==> src/rtl/issue_pair_queue_pkg.sv <==
// rtl/issue_pair_queue_pkg.sv - queue-entry layout and pair-block reason codes for issue_pair_queue
package issue_pair_queue_pkg;

    localparam int RF_ADDR_WIDTH = 5;

    typedef struct packed {
        logic [RF_ADDR_WIDTH-1:0] rdaddr;
        logic [RF_ADDR_WIDTH-1:0] rs1addr;
        logic [RF_ADDR_WIDTH-1:0] rs2addr;
        logic                     rd_wrt_en;
        logic                     ld_en;
        logic                     st_en;
        logic                     br_en;
    } iq_entry_t;

    // One bit per reason so several blocking causes can be seen at once
    localparam int             BLK_W     = 4;
    localparam logic [BLK_W-1:0] BLK_BR    = 4'b0001;
    localparam logic [BLK_W-1:0] BLK_MEM   = 4'b0010;
    localparam logic [BLK_W-1:0] BLK_WAW   = 4'b0100;
    localparam logic [BLK_W-1:0] BLK_LDUSE = 4'b1000;

endpackage

==> src/rtl/issue_pair_queue_if.sv <==
// rtl/issue_pair_queue_if.sv - decode-side and issue-side bundle of issue_pair_queue
interface issue_pair_queue_if
    import issue_pair_queue_pkg::*;
#(
    parameter int PC_WIDTH  = 32,
    parameter int CNT_WIDTH = 4
);
    logic [1:0]               dec_valid;
    logic                     dec_ready;
    logic [PC_WIDTH-1:0]      dec_pc_0, dec_pc_1;
    logic [RF_ADDR_WIDTH-1:0] dec_rdaddr_0, dec_rdaddr_1;
    logic [RF_ADDR_WIDTH-1:0] dec_rs1addr_0, dec_rs1addr_1;
    logic [RF_ADDR_WIDTH-1:0] dec_rs2addr_0, dec_rs2addr_1;
    logic                     dec_RdWrtEn_0, dec_RdWrtEn_1;
    logic                     dec_LdEn_0, dec_LdEn_1;
    logic                     dec_StEn_0, dec_StEn_1;
    logic                     dec_BrEn_0, dec_BrEn_1;

    logic                     issue0_valid, issue1_valid;
    logic [PC_WIDTH-1:0]      issue0_pc, issue1_pc;
    logic [RF_ADDR_WIDTH-1:0] issue0_rdaddr, issue1_rdaddr;
    logic [RF_ADDR_WIDTH-1:0] issue0_rs1addr, issue1_rs1addr;
    logic [RF_ADDR_WIDTH-1:0] issue0_rs2addr, issue1_rs2addr;
    logic                     issue0_RdWrtEn, issue1_RdWrtEn;
    logic                     issue0_LdEn, issue1_LdEn;
    logic                     issue0_StEn, issue1_StEn;
    logic                     issue0_BrEn, issue1_BrEn;

    logic [CNT_WIDTH-1:0]     q_count;

    modport master (
        output dec_valid, dec_pc_0, dec_pc_1, dec_rdaddr_0, dec_rdaddr_1,
               dec_rs1addr_0, dec_rs1addr_1, dec_rs2addr_0, dec_rs2addr_1,
               dec_RdWrtEn_0, dec_RdWrtEn_1, dec_LdEn_0, dec_LdEn_1,
               dec_StEn_0, dec_StEn_1, dec_BrEn_0, dec_BrEn_1,
        input  dec_ready, issue0_valid, issue1_valid, issue0_pc, issue1_pc,
               issue0_rdaddr, issue1_rdaddr, issue0_rs1addr, issue1_rs1addr,
               issue0_rs2addr, issue1_rs2addr, issue0_RdWrtEn, issue1_RdWrtEn,
               issue0_LdEn, issue1_LdEn, issue0_StEn, issue1_StEn,
               issue0_BrEn, issue1_BrEn, q_count
    );

    modport slave (
        input  dec_valid, dec_pc_0, dec_pc_1, dec_rdaddr_0, dec_rdaddr_1,
               dec_rs1addr_0, dec_rs1addr_1, dec_rs2addr_0, dec_rs2addr_1,
               dec_RdWrtEn_0, dec_RdWrtEn_1, dec_LdEn_0, dec_LdEn_1,
               dec_StEn_0, dec_StEn_1, dec_BrEn_0, dec_BrEn_1,
        output dec_ready, issue0_valid, issue1_valid, issue0_pc, issue1_pc,
               issue0_rdaddr, issue1_rdaddr, issue0_rs1addr, issue1_rs1addr,
               issue0_rs2addr, issue1_rs2addr, issue0_RdWrtEn, issue1_RdWrtEn,
               issue0_LdEn, issue1_LdEn, issue0_StEn, issue1_StEn,
               issue0_BrEn, issue1_BrEn, q_count
    );

endinterface

==> src/rtl/issue_pair_queue_pair_check.sv <==
// rtl/issue_pair_queue_pair_check.sv - issue_pair_check: pair legality of (A, B); ISSUE_LOADUSE_SPLIT_EN adds the load-use split rule
module issue_pair_check
    import issue_pair_queue_pkg::*;
(
    input  iq_entry_t        a,
    input  iq_entry_t        b,
    output logic [BLK_W-1:0] block
);

`ifdef ISSUE_LOADUSE_SPLIT_EN
    localparam bit LDUSE_SPLIT = 1'b1;
`else
    localparam bit LDUSE_SPLIT = 1'b0;
`endif

    logic lduse_hit;
    logic unused_fields;

    assign lduse_hit = a.ld_en && a.rd_wrt_en && (a.rdaddr != '0) &&
                       ((a.rdaddr == b.rs1addr) || (a.rdaddr == b.rs2addr));
    assign unused_fields = ^{a.rs1addr, a.rs2addr, b.br_en};

    always_comb begin
        block = '0;
        if (a.br_en)
            block = block | BLK_BR;
        // Only one Dcache port, so two memory ops never share a cycle
        if ((a.ld_en || a.st_en) && (b.ld_en || b.st_en))
            block = block | BLK_MEM;
        if (a.rd_wrt_en && b.rd_wrt_en && (a.rdaddr == b.rdaddr) && (a.rdaddr != '0))
            block = block | BLK_WAW;
        if (LDUSE_SPLIT && lduse_hit)
            block = block | BLK_LDUSE;
    end

endmodule

==> src/rtl/issue_pair_queue.sv <==
// rtl/issue_pair_queue.sv - decoded-instruction circular queue with dual-issue pairing slots
module issue_pair_queue
    import issue_pair_queue_pkg::*;
#(
    parameter int DEPTH    = 8,
    parameter int PC_WIDTH = 32
) (
    input  logic                 clk,
    input  logic                 rst_n,
    input  logic                 flush,
    input  logic                 exforward_stall,
    issue_pair_queue_if.slave    bus
);

    localparam int AW = $clog2(DEPTH);
    localparam int CW = AW + 1;

    typedef struct packed {
        logic                valid;
        logic [PC_WIDTH-1:0] pc;
        iq_entry_t           e;
    } slot_t;

    iq_entry_t           mem    [DEPTH];
    logic [PC_WIDTH-1:0] pc_mem [DEPTH];

    logic [AW-1:0]    head, tail, head_nxt1, tail_nxt1;
    logic [CW-1:0]    count;
    iq_entry_t        lane0, lane1, ent_a, ent_b;
    logic [BLK_W-1:0] pair_block;
    logic             enq_fire, take0, take1;
    logic [1:0]       enq_n, deq_n;
    slot_t            slot0, slot1, cand0, cand1;

    assign lane0 = '{rdaddr: bus.dec_rdaddr_0, rs1addr: bus.dec_rs1addr_0, rs2addr: bus.dec_rs2addr_0,
                     rd_wrt_en: bus.dec_RdWrtEn_0, ld_en: bus.dec_LdEn_0, st_en: bus.dec_StEn_0,
                     br_en: bus.dec_BrEn_0};
    assign lane1 = '{rdaddr: bus.dec_rdaddr_1, rs1addr: bus.dec_rs1addr_1, rs2addr: bus.dec_rs2addr_1,
                     rd_wrt_en: bus.dec_RdWrtEn_1, ld_en: bus.dec_LdEn_1, st_en: bus.dec_StEn_1,
                     br_en: bus.dec_BrEn_1};

    assign head_nxt1 = head + 1'b1;
    assign tail_nxt1 = tail + 1'b1;
    assign ent_a     = mem[head];
    assign ent_b     = mem[head_nxt1];

    issue_pair_check u_pair_check (
        .a     (ent_a),
        .b     (ent_b),
        .block (pair_block)
    );

    // Ready looks only at the registered count; a same-cycle dequeue earns no credit
    assign bus.dec_ready = (count <= CW'(DEPTH - 2));
    assign enq_fire      = bus.dec_ready && bus.dec_valid[0];
    assign enq_n         = !enq_fire ? 2'd0 : (bus.dec_valid[1] ? 2'd2 : 2'd1);
    assign take0         = !exforward_stall && (count != '0);
    assign take1         = take0 && (count >= CW'(2)) && (pair_block == '0);
    assign deq_n         = {1'b0, take0} + {1'b0, take1};

    always_comb begin
        cand0 = '0;
        cand1 = '0;
        if (take0) begin
            cand0.valid = 1'b1;
            cand0.pc    = pc_mem[head];
            cand0.e     = ent_a;
        end
        if (take1) begin
            cand1.valid = 1'b1;
            cand1.pc    = pc_mem[head_nxt1];
            cand1.e     = ent_b;
        end
    end

    always_ff @(posedge clk) begin
        if (enq_fire && !flush) begin
            mem[tail]    <= lane0;
            pc_mem[tail] <= bus.dec_pc_0;
            if (bus.dec_valid[1]) begin
                mem[tail_nxt1]    <= lane1;
                pc_mem[tail_nxt1] <= bus.dec_pc_1;
            end
        end
    end

    always_ff @(posedge clk or negedge rst_n) begin
        if (!rst_n) begin
            head  <= '0;
            tail  <= '0;
            count <= '0;
            slot0 <= '0;
            slot1 <= '0;
        end else if (flush) begin
            head  <= '0;
            tail  <= '0;
            count <= '0;
            slot0 <= '0;
            slot1 <= '0;
        end else begin
            tail  <= tail + AW'(enq_n);
            head  <= head + AW'(deq_n);
            count <= count + CW'(enq_n) - CW'(deq_n);
            if (!exforward_stall) begin
                slot0 <= cand0;
                slot1 <= cand1;
            end
        end
    end

    assign bus.issue0_valid   = slot0.valid;
    assign bus.issue0_pc      = slot0.pc;
    assign bus.issue0_rdaddr  = slot0.e.rdaddr;
    assign bus.issue0_rs1addr = slot0.e.rs1addr;
    assign bus.issue0_rs2addr = slot0.e.rs2addr;
    assign bus.issue0_RdWrtEn = slot0.e.rd_wrt_en;
    assign bus.issue0_LdEn    = slot0.e.ld_en;
    assign bus.issue0_StEn    = slot0.e.st_en;
    assign bus.issue0_BrEn    = slot0.e.br_en;
    assign bus.issue1_valid   = slot1.valid;
    assign bus.issue1_pc      = slot1.pc;
    assign bus.issue1_rdaddr  = slot1.e.rdaddr;
    assign bus.issue1_rs1addr = slot1.e.rs1addr;
    assign bus.issue1_rs2addr = slot1.e.rs2addr;
    assign bus.issue1_RdWrtEn = slot1.e.rd_wrt_en;
    assign bus.issue1_LdEn    = slot1.e.ld_en;
    assign bus.issue1_StEn    = slot1.e.st_en;
    assign bus.issue1_BrEn    = slot1.e.br_en;
    assign bus.q_count        = count;

endmodule

==> src/flat_wrapper.sv <==
// flat-port wrapper written by rule: the top's interface ports become plain ports
module issue_pair_queue_flat import issue_pair_queue_pkg::*;
#(
    parameter int DEPTH    = 8,
    parameter int PC_WIDTH = 32
)
  (clk, rst_n, flush, exforward_stall, bus_dec_valid, bus_dec_pc_0, bus_dec_pc_1, bus_dec_rdaddr_0, bus_dec_rdaddr_1, bus_dec_rs1addr_0, bus_dec_rs1addr_1, bus_dec_rs2addr_0, bus_dec_rs2addr_1, bus_dec_RdWrtEn_0, bus_dec_RdWrtEn_1, bus_dec_LdEn_0, bus_dec_LdEn_1, bus_dec_StEn_0, bus_dec_StEn_1, bus_dec_BrEn_0, bus_dec_BrEn_1, bus_dec_ready, bus_issue0_valid, bus_issue1_valid, bus_issue0_pc, bus_issue1_pc, bus_issue0_rdaddr, bus_issue1_rdaddr, bus_issue0_rs1addr, bus_issue1_rs1addr, bus_issue0_rs2addr, bus_issue1_rs2addr, bus_issue0_RdWrtEn, bus_issue1_RdWrtEn, bus_issue0_LdEn, bus_issue1_LdEn, bus_issue0_StEn, bus_issue1_StEn, bus_issue0_BrEn, bus_issue1_BrEn, bus_q_count);
  issue_pair_queue_if #(.PC_WIDTH(PC_WIDTH), .CNT_WIDTH((4))) bus_i ();
  input  logic clk;
  input  logic rst_n;
  input  logic flush;
  input  logic exforward_stall;
  input wire logic [$bits(bus_i.dec_valid)-1:0] bus_dec_valid;
  input wire logic [$bits(bus_i.dec_pc_0)-1:0] bus_dec_pc_0;
  input wire logic [$bits(bus_i.dec_pc_1)-1:0] bus_dec_pc_1;
  input wire logic [$bits(bus_i.dec_rdaddr_0)-1:0] bus_dec_rdaddr_0;
  input wire logic [$bits(bus_i.dec_rdaddr_1)-1:0] bus_dec_rdaddr_1;
  input wire logic [$bits(bus_i.dec_rs1addr_0)-1:0] bus_dec_rs1addr_0;
  input wire logic [$bits(bus_i.dec_rs1addr_1)-1:0] bus_dec_rs1addr_1;
  input wire logic [$bits(bus_i.dec_rs2addr_0)-1:0] bus_dec_rs2addr_0;
  input wire logic [$bits(bus_i.dec_rs2addr_1)-1:0] bus_dec_rs2addr_1;
  input wire logic [$bits(bus_i.dec_RdWrtEn_0)-1:0] bus_dec_RdWrtEn_0;
  input wire logic [$bits(bus_i.dec_RdWrtEn_1)-1:0] bus_dec_RdWrtEn_1;
  input wire logic [$bits(bus_i.dec_LdEn_0)-1:0] bus_dec_LdEn_0;
  input wire logic [$bits(bus_i.dec_LdEn_1)-1:0] bus_dec_LdEn_1;
  input wire logic [$bits(bus_i.dec_StEn_0)-1:0] bus_dec_StEn_0;
  input wire logic [$bits(bus_i.dec_StEn_1)-1:0] bus_dec_StEn_1;
  input wire logic [$bits(bus_i.dec_BrEn_0)-1:0] bus_dec_BrEn_0;
  input wire logic [$bits(bus_i.dec_BrEn_1)-1:0] bus_dec_BrEn_1;
  output wire logic [$bits(bus_i.dec_ready)-1:0] bus_dec_ready;
  output wire logic [$bits(bus_i.issue0_valid)-1:0] bus_issue0_valid;
  output wire logic [$bits(bus_i.issue1_valid)-1:0] bus_issue1_valid;
  output wire logic [$bits(bus_i.issue0_pc)-1:0] bus_issue0_pc;
  output wire logic [$bits(bus_i.issue1_pc)-1:0] bus_issue1_pc;
  output wire logic [$bits(bus_i.issue0_rdaddr)-1:0] bus_issue0_rdaddr;
  output wire logic [$bits(bus_i.issue1_rdaddr)-1:0] bus_issue1_rdaddr;
  output wire logic [$bits(bus_i.issue0_rs1addr)-1:0] bus_issue0_rs1addr;
  output wire logic [$bits(bus_i.issue1_rs1addr)-1:0] bus_issue1_rs1addr;
  output wire logic [$bits(bus_i.issue0_rs2addr)-1:0] bus_issue0_rs2addr;
  output wire logic [$bits(bus_i.issue1_rs2addr)-1:0] bus_issue1_rs2addr;
  output wire logic [$bits(bus_i.issue0_RdWrtEn)-1:0] bus_issue0_RdWrtEn;
  output wire logic [$bits(bus_i.issue1_RdWrtEn)-1:0] bus_issue1_RdWrtEn;
  output wire logic [$bits(bus_i.issue0_LdEn)-1:0] bus_issue0_LdEn;
  output wire logic [$bits(bus_i.issue1_LdEn)-1:0] bus_issue1_LdEn;
  output wire logic [$bits(bus_i.issue0_StEn)-1:0] bus_issue0_StEn;
  output wire logic [$bits(bus_i.issue1_StEn)-1:0] bus_issue1_StEn;
  output wire logic [$bits(bus_i.issue0_BrEn)-1:0] bus_issue0_BrEn;
  output wire logic [$bits(bus_i.issue1_BrEn)-1:0] bus_issue1_BrEn;
  output wire logic [$bits(bus_i.q_count)-1:0] bus_q_count;
  assign bus_i.dec_valid = bus_dec_valid;
  assign bus_i.dec_pc_0 = bus_dec_pc_0;
  assign bus_i.dec_pc_1 = bus_dec_pc_1;
  assign bus_i.dec_rdaddr_0 = bus_dec_rdaddr_0;
  assign bus_i.dec_rdaddr_1 = bus_dec_rdaddr_1;
  assign bus_i.dec_rs1addr_0 = bus_dec_rs1addr_0;
  assign bus_i.dec_rs1addr_1 = bus_dec_rs1addr_1;
  assign bus_i.dec_rs2addr_0 = bus_dec_rs2addr_0;
  assign bus_i.dec_rs2addr_1 = bus_dec_rs2addr_1;
  assign bus_i.dec_RdWrtEn_0 = bus_dec_RdWrtEn_0;
  assign bus_i.dec_RdWrtEn_1 = bus_dec_RdWrtEn_1;
  assign bus_i.dec_LdEn_0 = bus_dec_LdEn_0;
  assign bus_i.dec_LdEn_1 = bus_dec_LdEn_1;
  assign bus_i.dec_StEn_0 = bus_dec_StEn_0;
  assign bus_i.dec_StEn_1 = bus_dec_StEn_1;
  assign bus_i.dec_BrEn_0 = bus_dec_BrEn_0;
  assign bus_i.dec_BrEn_1 = bus_dec_BrEn_1;
  assign bus_dec_ready = bus_i.dec_ready;
  assign bus_issue0_valid = bus_i.issue0_valid;
  assign bus_issue1_valid = bus_i.issue1_valid;
  assign bus_issue0_pc = bus_i.issue0_pc;
  assign bus_issue1_pc = bus_i.issue1_pc;
  assign bus_issue0_rdaddr = bus_i.issue0_rdaddr;
  assign bus_issue1_rdaddr = bus_i.issue1_rdaddr;
  assign bus_issue0_rs1addr = bus_i.issue0_rs1addr;
  assign bus_issue1_rs1addr = bus_i.issue1_rs1addr;
  assign bus_issue0_rs2addr = bus_i.issue0_rs2addr;
  assign bus_issue1_rs2addr = bus_i.issue1_rs2addr;
  assign bus_issue0_RdWrtEn = bus_i.issue0_RdWrtEn;
  assign bus_issue1_RdWrtEn = bus_i.issue1_RdWrtEn;
  assign bus_issue0_LdEn = bus_i.issue0_LdEn;
  assign bus_issue1_LdEn = bus_i.issue1_LdEn;
  assign bus_issue0_StEn = bus_i.issue0_StEn;
  assign bus_issue1_StEn = bus_i.issue1_StEn;
  assign bus_issue0_BrEn = bus_i.issue0_BrEn;
  assign bus_issue1_BrEn = bus_i.issue1_BrEn;
  assign bus_q_count = bus_i.q_count;
  issue_pair_queue #(.DEPTH(DEPTH), .PC_WIDTH(PC_WIDTH)) u_core (.clk(clk), .rst_n(rst_n), .flush(flush), .exforward_stall(exforward_stall), .bus(bus_i));
endmodule
==> config.mk <==
export PLATFORM = sky130hd
export DESIGN_NAME = issue_pair_queue_flat
export DESIGN_NICKNAME = d
export VERILOG_FILES = /design/src/rtl/issue_pair_queue_pkg.sv /design/src/rtl/issue_pair_queue_if.sv /design/src/rtl/issue_pair_queue_pair_check.sv /design/src/rtl/issue_pair_queue.sv /design/src/flat_wrapper.sv
export SDC_FILE = /design/constraint.sdc
export NUM_CORES = 1
export LEC_CHECK = 0
export BUFFER_PORTS_ARGS = -buffer_cell sky130_fd_sc_hd__clkbuf_2
export CAP_MARGIN = 20
export CORE_MARGIN = 2
export CORE_UTILIZATION = 55
export DETAILED_ROUTE_END_ITERATION = 6
export PLACE_DENSITY = 0.75
export SYNTH_ARGS = -nofsm -noshare
export SYNTH_HDL_FRONTEND = slang
export SYNTH_SLANG_ARGS = --single-unit
==> constraint.sdc <==
create_clock -name clk -period 5.2 [get_ports clk]
set_input_delay 1.04 -clock clk [delete_from_list [all_inputs] [get_ports clk]]
set_output_delay 1.04 -clock clk [all_outputs]
set_load 0.03 [all_outputs]
==> parameters.txt <==
Parameter                              Value

Logic synthesis
  Ys Warns    0
  Post-Synth Adder-Cell Area    0.00776
  Sequential-to-total area share from yosys stat    0.539
  Register bit total from synthesis    522
  Dominant cells by area after synthesis    sky130_fd_sc_hd__edfxtp_1, sky130_fd_sc_hd__mux2_2, sky130_fd_sc_hd__mux4_2
  Synth Area in Compound Gates    0.0302
  Predominant post-synthesis flop cell    sky130_fd_sc_hd__edfxtp_1
  Synthesized Nets    1846
  Synthesized area    28000 um2
  Top-count cell post-synth    sky130_fd_sc_hd__mux2_2
  Portion of synthesized cell area occupied by the leading cell type    0.437
  Cell taking the most area after synthesis    sky130_fd_sc_hd__edfxtp_1
  Synth cell types    46
  Asr flop ratio synth    0.218
  Gate count after technology mapping    1723
  Most numerous cell types in the synthesized netlist    sky130_fd_sc_hd__mux2_2, sky130_fd_sc_hd__edfxtp_1, sky130_fd_sc_hd__mux4_2
  Share of synthesized area spent on multiplexers    0.366
  Number of flops mapped to enable cells by yosys    408
  Average footprint of a synthesized cell    16.3 um2
  Area fraction in and, or, nand and nor cells after synthesis    0.0278
  Synth Area in XOR/XNOR    0.00370
  Main combinational cell family by area after synthesis    multiplexers

Worst setup path
  Startpoint class of the critical path    register
  Max Fanout on Critical Path    37
  CP arrival    5.01 ns
  Data required time of the worst path    5.68 ns
  Critical Path Sink Type    register
  Critical setup path kind    register to register

Floorplan
  Number of rows in the core area    82
  Die footprint    52800 um2
  Initial standard-cell utilization of the core    0.558
  Die Height    230 um
  Overall die width    230 um
  Total core area    50300 um2
  Top Ports    217

Clocking
  Root buffer cell    sky130_fd_sc_hd__clkbuf_16
  Clock tree from TritonCTS    yes
  Source-to-sink clock delay at the later pin of the worst-skew pair    0.62 ns
  Number of buffers added for setup after CTS    0
  Num Clock Sinks    522
  Clock buffer depth    3
  CTS resizes    0
  Maximum level of the CTS H-tree    2
  Total CTS buffers    56
  Hold-fix buffers, CTS    0
  Clock-pin slew of the registers on the worst-case setup and hold paths    0.06 ns

STA
  Final-report setup violation count    0
  Headroom to the max-slew limit    0.244
  Max Fclk    221 MHz
  Worst-case clock skew    0.0152 ns
  Final worst setup slack    0.670 ns
  Time the worst path needs with I/O delays and setup    4.53 ns
  Sum of negative setup slack    0 ns
  Post-Route Hold Slack    0.475 ns
  Final Hold Fails    0
  Final worst-path cycle share    0.871
  Max Transition Viols Final    0
  Setup repair after global routing missed its margin    false
  Worst-margin pin slew    1.13 ns

Drt
  Starting DRT DRC Count    1773
  Antenna violation net count after detailed routing    0
  Routed via count divided by cell count    6.61
  Residual DRC    0
  Post-Route WL    76700 um
  Number of detailed-routing iterations run before antenna repair    5
  Wirelength per Cell    29.2 um
  Via count of the routed design    17400

Power
  Leakage power    11.0 nW
  Highest ir drop seen on vdd    0.487 mV
  Total power density per cell area    445 nW/um2

Placement
  Routability-driven placement congestion ratio    0.834
  Number of cells after detailed placement    2512
  Port bufs    216
  HPWL after detailed placement    43500 um
  Setup slack after placement    0.715 ns
  Dpl cell area    29800 um2

Global route
  Initial antenna violation count    13
  GRT Overall Usage    0.293
  GR Layer Usage met3    0.0609
  Global-route wire length before repair    115000 um
  Met1 layer usage reported by global route    0.391
  Most utilized layer in the global route result    met2
  Remaining global-route overflow    0
  Pin count of the biggest net entering global routing    80
  Via count of the first global-routing pass    17900
  Met2 Usage GRT    0.490

Finish
  Area growth from synthesis to final layout    12.7%
  Share of layout cells above drive strength 1    0.504
  Number of fill cells    3737
  Final design area excluding fillers    31600 um2
  Total number of nets in the final design    2022
  Number of standard cells in the layout, taps in and fillers out    2624

Flow run
  Number of max-cap violations    0

Status
  Result of the run    finished clean

Worst hold path
  Tightest Hold Check Type    register to register
[layer usage]
layer,vias up,part of all wire
met2,824,0.50
li1,7299,-
met4,12,0.028
met3,172,0.084
met5,-,0.0010
met1,9044,0.39
[logic make-up (layout without fill, tap and decap cells)]
group / Yosys count / after routing
fa+ha+maj: 15 / 15
simple gates: 174 / 174
buf+inv: 147 / 370
mux: 724 / 724
xor+xnor: 11 / 11
other cells: 0 / 6
compound gates: 130 / 130
flops: 522 / 522
[per-stage QoR]
stage | total power, W | util
2_1_floorplan | 0.00914 | -
3_3_place_gp | 0.0103 | 0.594
3_5_place_dp | 0.0104 | 0.594
4_1_cts | 0.0141 | 0.628
5_1_grt | 0.0147 | 0.628
6_report | 0.0141 | 0.628
[path summary, 6_finish.rpt]
check | depth (start not counted) | end | startpoint | slack, ns
max | 14 | u_core.bus.q_count[3] | u_core.head[0] | 0.67
min | 2 | u_core.bus.issue1_pc[24] | u_core.bus.issue1_pc[24] | 0.47
max reg2reg | 14 | u_core.bus.q_count[3] | u_core.head[0] | 0.67
min reg2reg | 2 | u_core.bus.issue1_pc[24] | u_core.bus.issue1_pc[24] | 0.47
max in group asynchronous | 2 | u_core.bus.issue1_pc[11] | rst_n | 3.64
min in group asynchronous | 1 | u_core.bus.issue1_rdaddr[0] | rst_n | 0.48
[critical path: stages, from the launching register on]
cell and delay (ns):
sky130_fd_sc_hd__dfrtp_4 0.51, sky130_fd_sc_hd__ha_4 0.63, sky130_fd_sc_hd__mux2_2 0.40, sky130_fd_sc_hd__mux4_2 0.51, sky130_fd_sc_hd__a21oi_1 0.24, sky130_fd_sc_hd__nor3_4 0.08, sky130_fd_sc_hd__nor4_1 0.47, sky130_fd_sc_hd__ha_1 0.27
sky130_fd_sc_hd__fa_1 0.43, sky130_fd_sc_hd__inv_1 0.10, sky130_fd_sc_hd__ha_1 0.23, sky130_fd_sc_hd__a21o_1 0.15, sky130_fd_sc_hd__a21oi_1 0.17, sky130_fd_sc_hd__xnor2_1 0.14, sky130_fd_sc_hd__nor2_1 0.06
[cells in the final DEF, fill, tap and decap left out, drive strengths merged, types with 3 or more instances in the layout]
cell      count
nand2       116
a21oi         6
nor3          8
o21bai        4
mux4        199
nor2b         7
clkinvlp      3
mux2i       113
mux2        412
buf          37
nor4          3
clkbuf      285
clkinv       30
edfxtp      408
and3          6
a21o          3
diode         6
o21ai        57
xor2          3
nand2b        4
o31ai        53
nor2         18
xnor2         8
dfrtp       114
inv          14
fa            4
ha           11
[report_power, final]
| group | internal [W] | switching, W | leakage [nW] |
|---|---|---|---|
| Combinational | 0.00243 | 0.00280 | 4.87 |
| Clock | 0.00207 | 0.00168 | 0.850 |
| Sequential | 0.00487 | 0.000209 | 5.24 |
[state kept, by name, summed over array words and instances, names as in the netlist, 3 cells and up]
name	cells
u_core.bus.issue0_rs1addr	5
u_core.mem	152
u_core.bus.issue0_pc	32
u_core.head	3
u_core.bus.issue1_rs2addr	5
u_core.bus.issue1_pc	32
u_core.bus.issue0_rdaddr	5
u_core.bus.issue1_rdaddr	5
u_core.tail	3
u_core.bus.q_count	4
u_core.bus.issue1_rs1addr	5
u_core.bus.issue0_rs2addr	5
u_core.pc_mem	256
[layout make-up]
| type | count | area (um2) | share of cell area |
|---|---|---|---|
| multi-input combinational | 1054 | 12400 | 0.392 |
| timing repair buffer | 252 | 1490 | 0.0472 |
| sequential | 522 | 15100 | 0.478 |
| clock inverter | 35 | 219 | 0.00693 |
| tap | 672 | 841 | 0.0266 |
| inverter | 13 | 48.8 | 0.00154 |
| clock buffer | 70 | 1480 | 0.0470 |
| antenna | 6 | 15.0 | 0.000475 |
No activity file was read; power rests on OpenSTA's default activity.
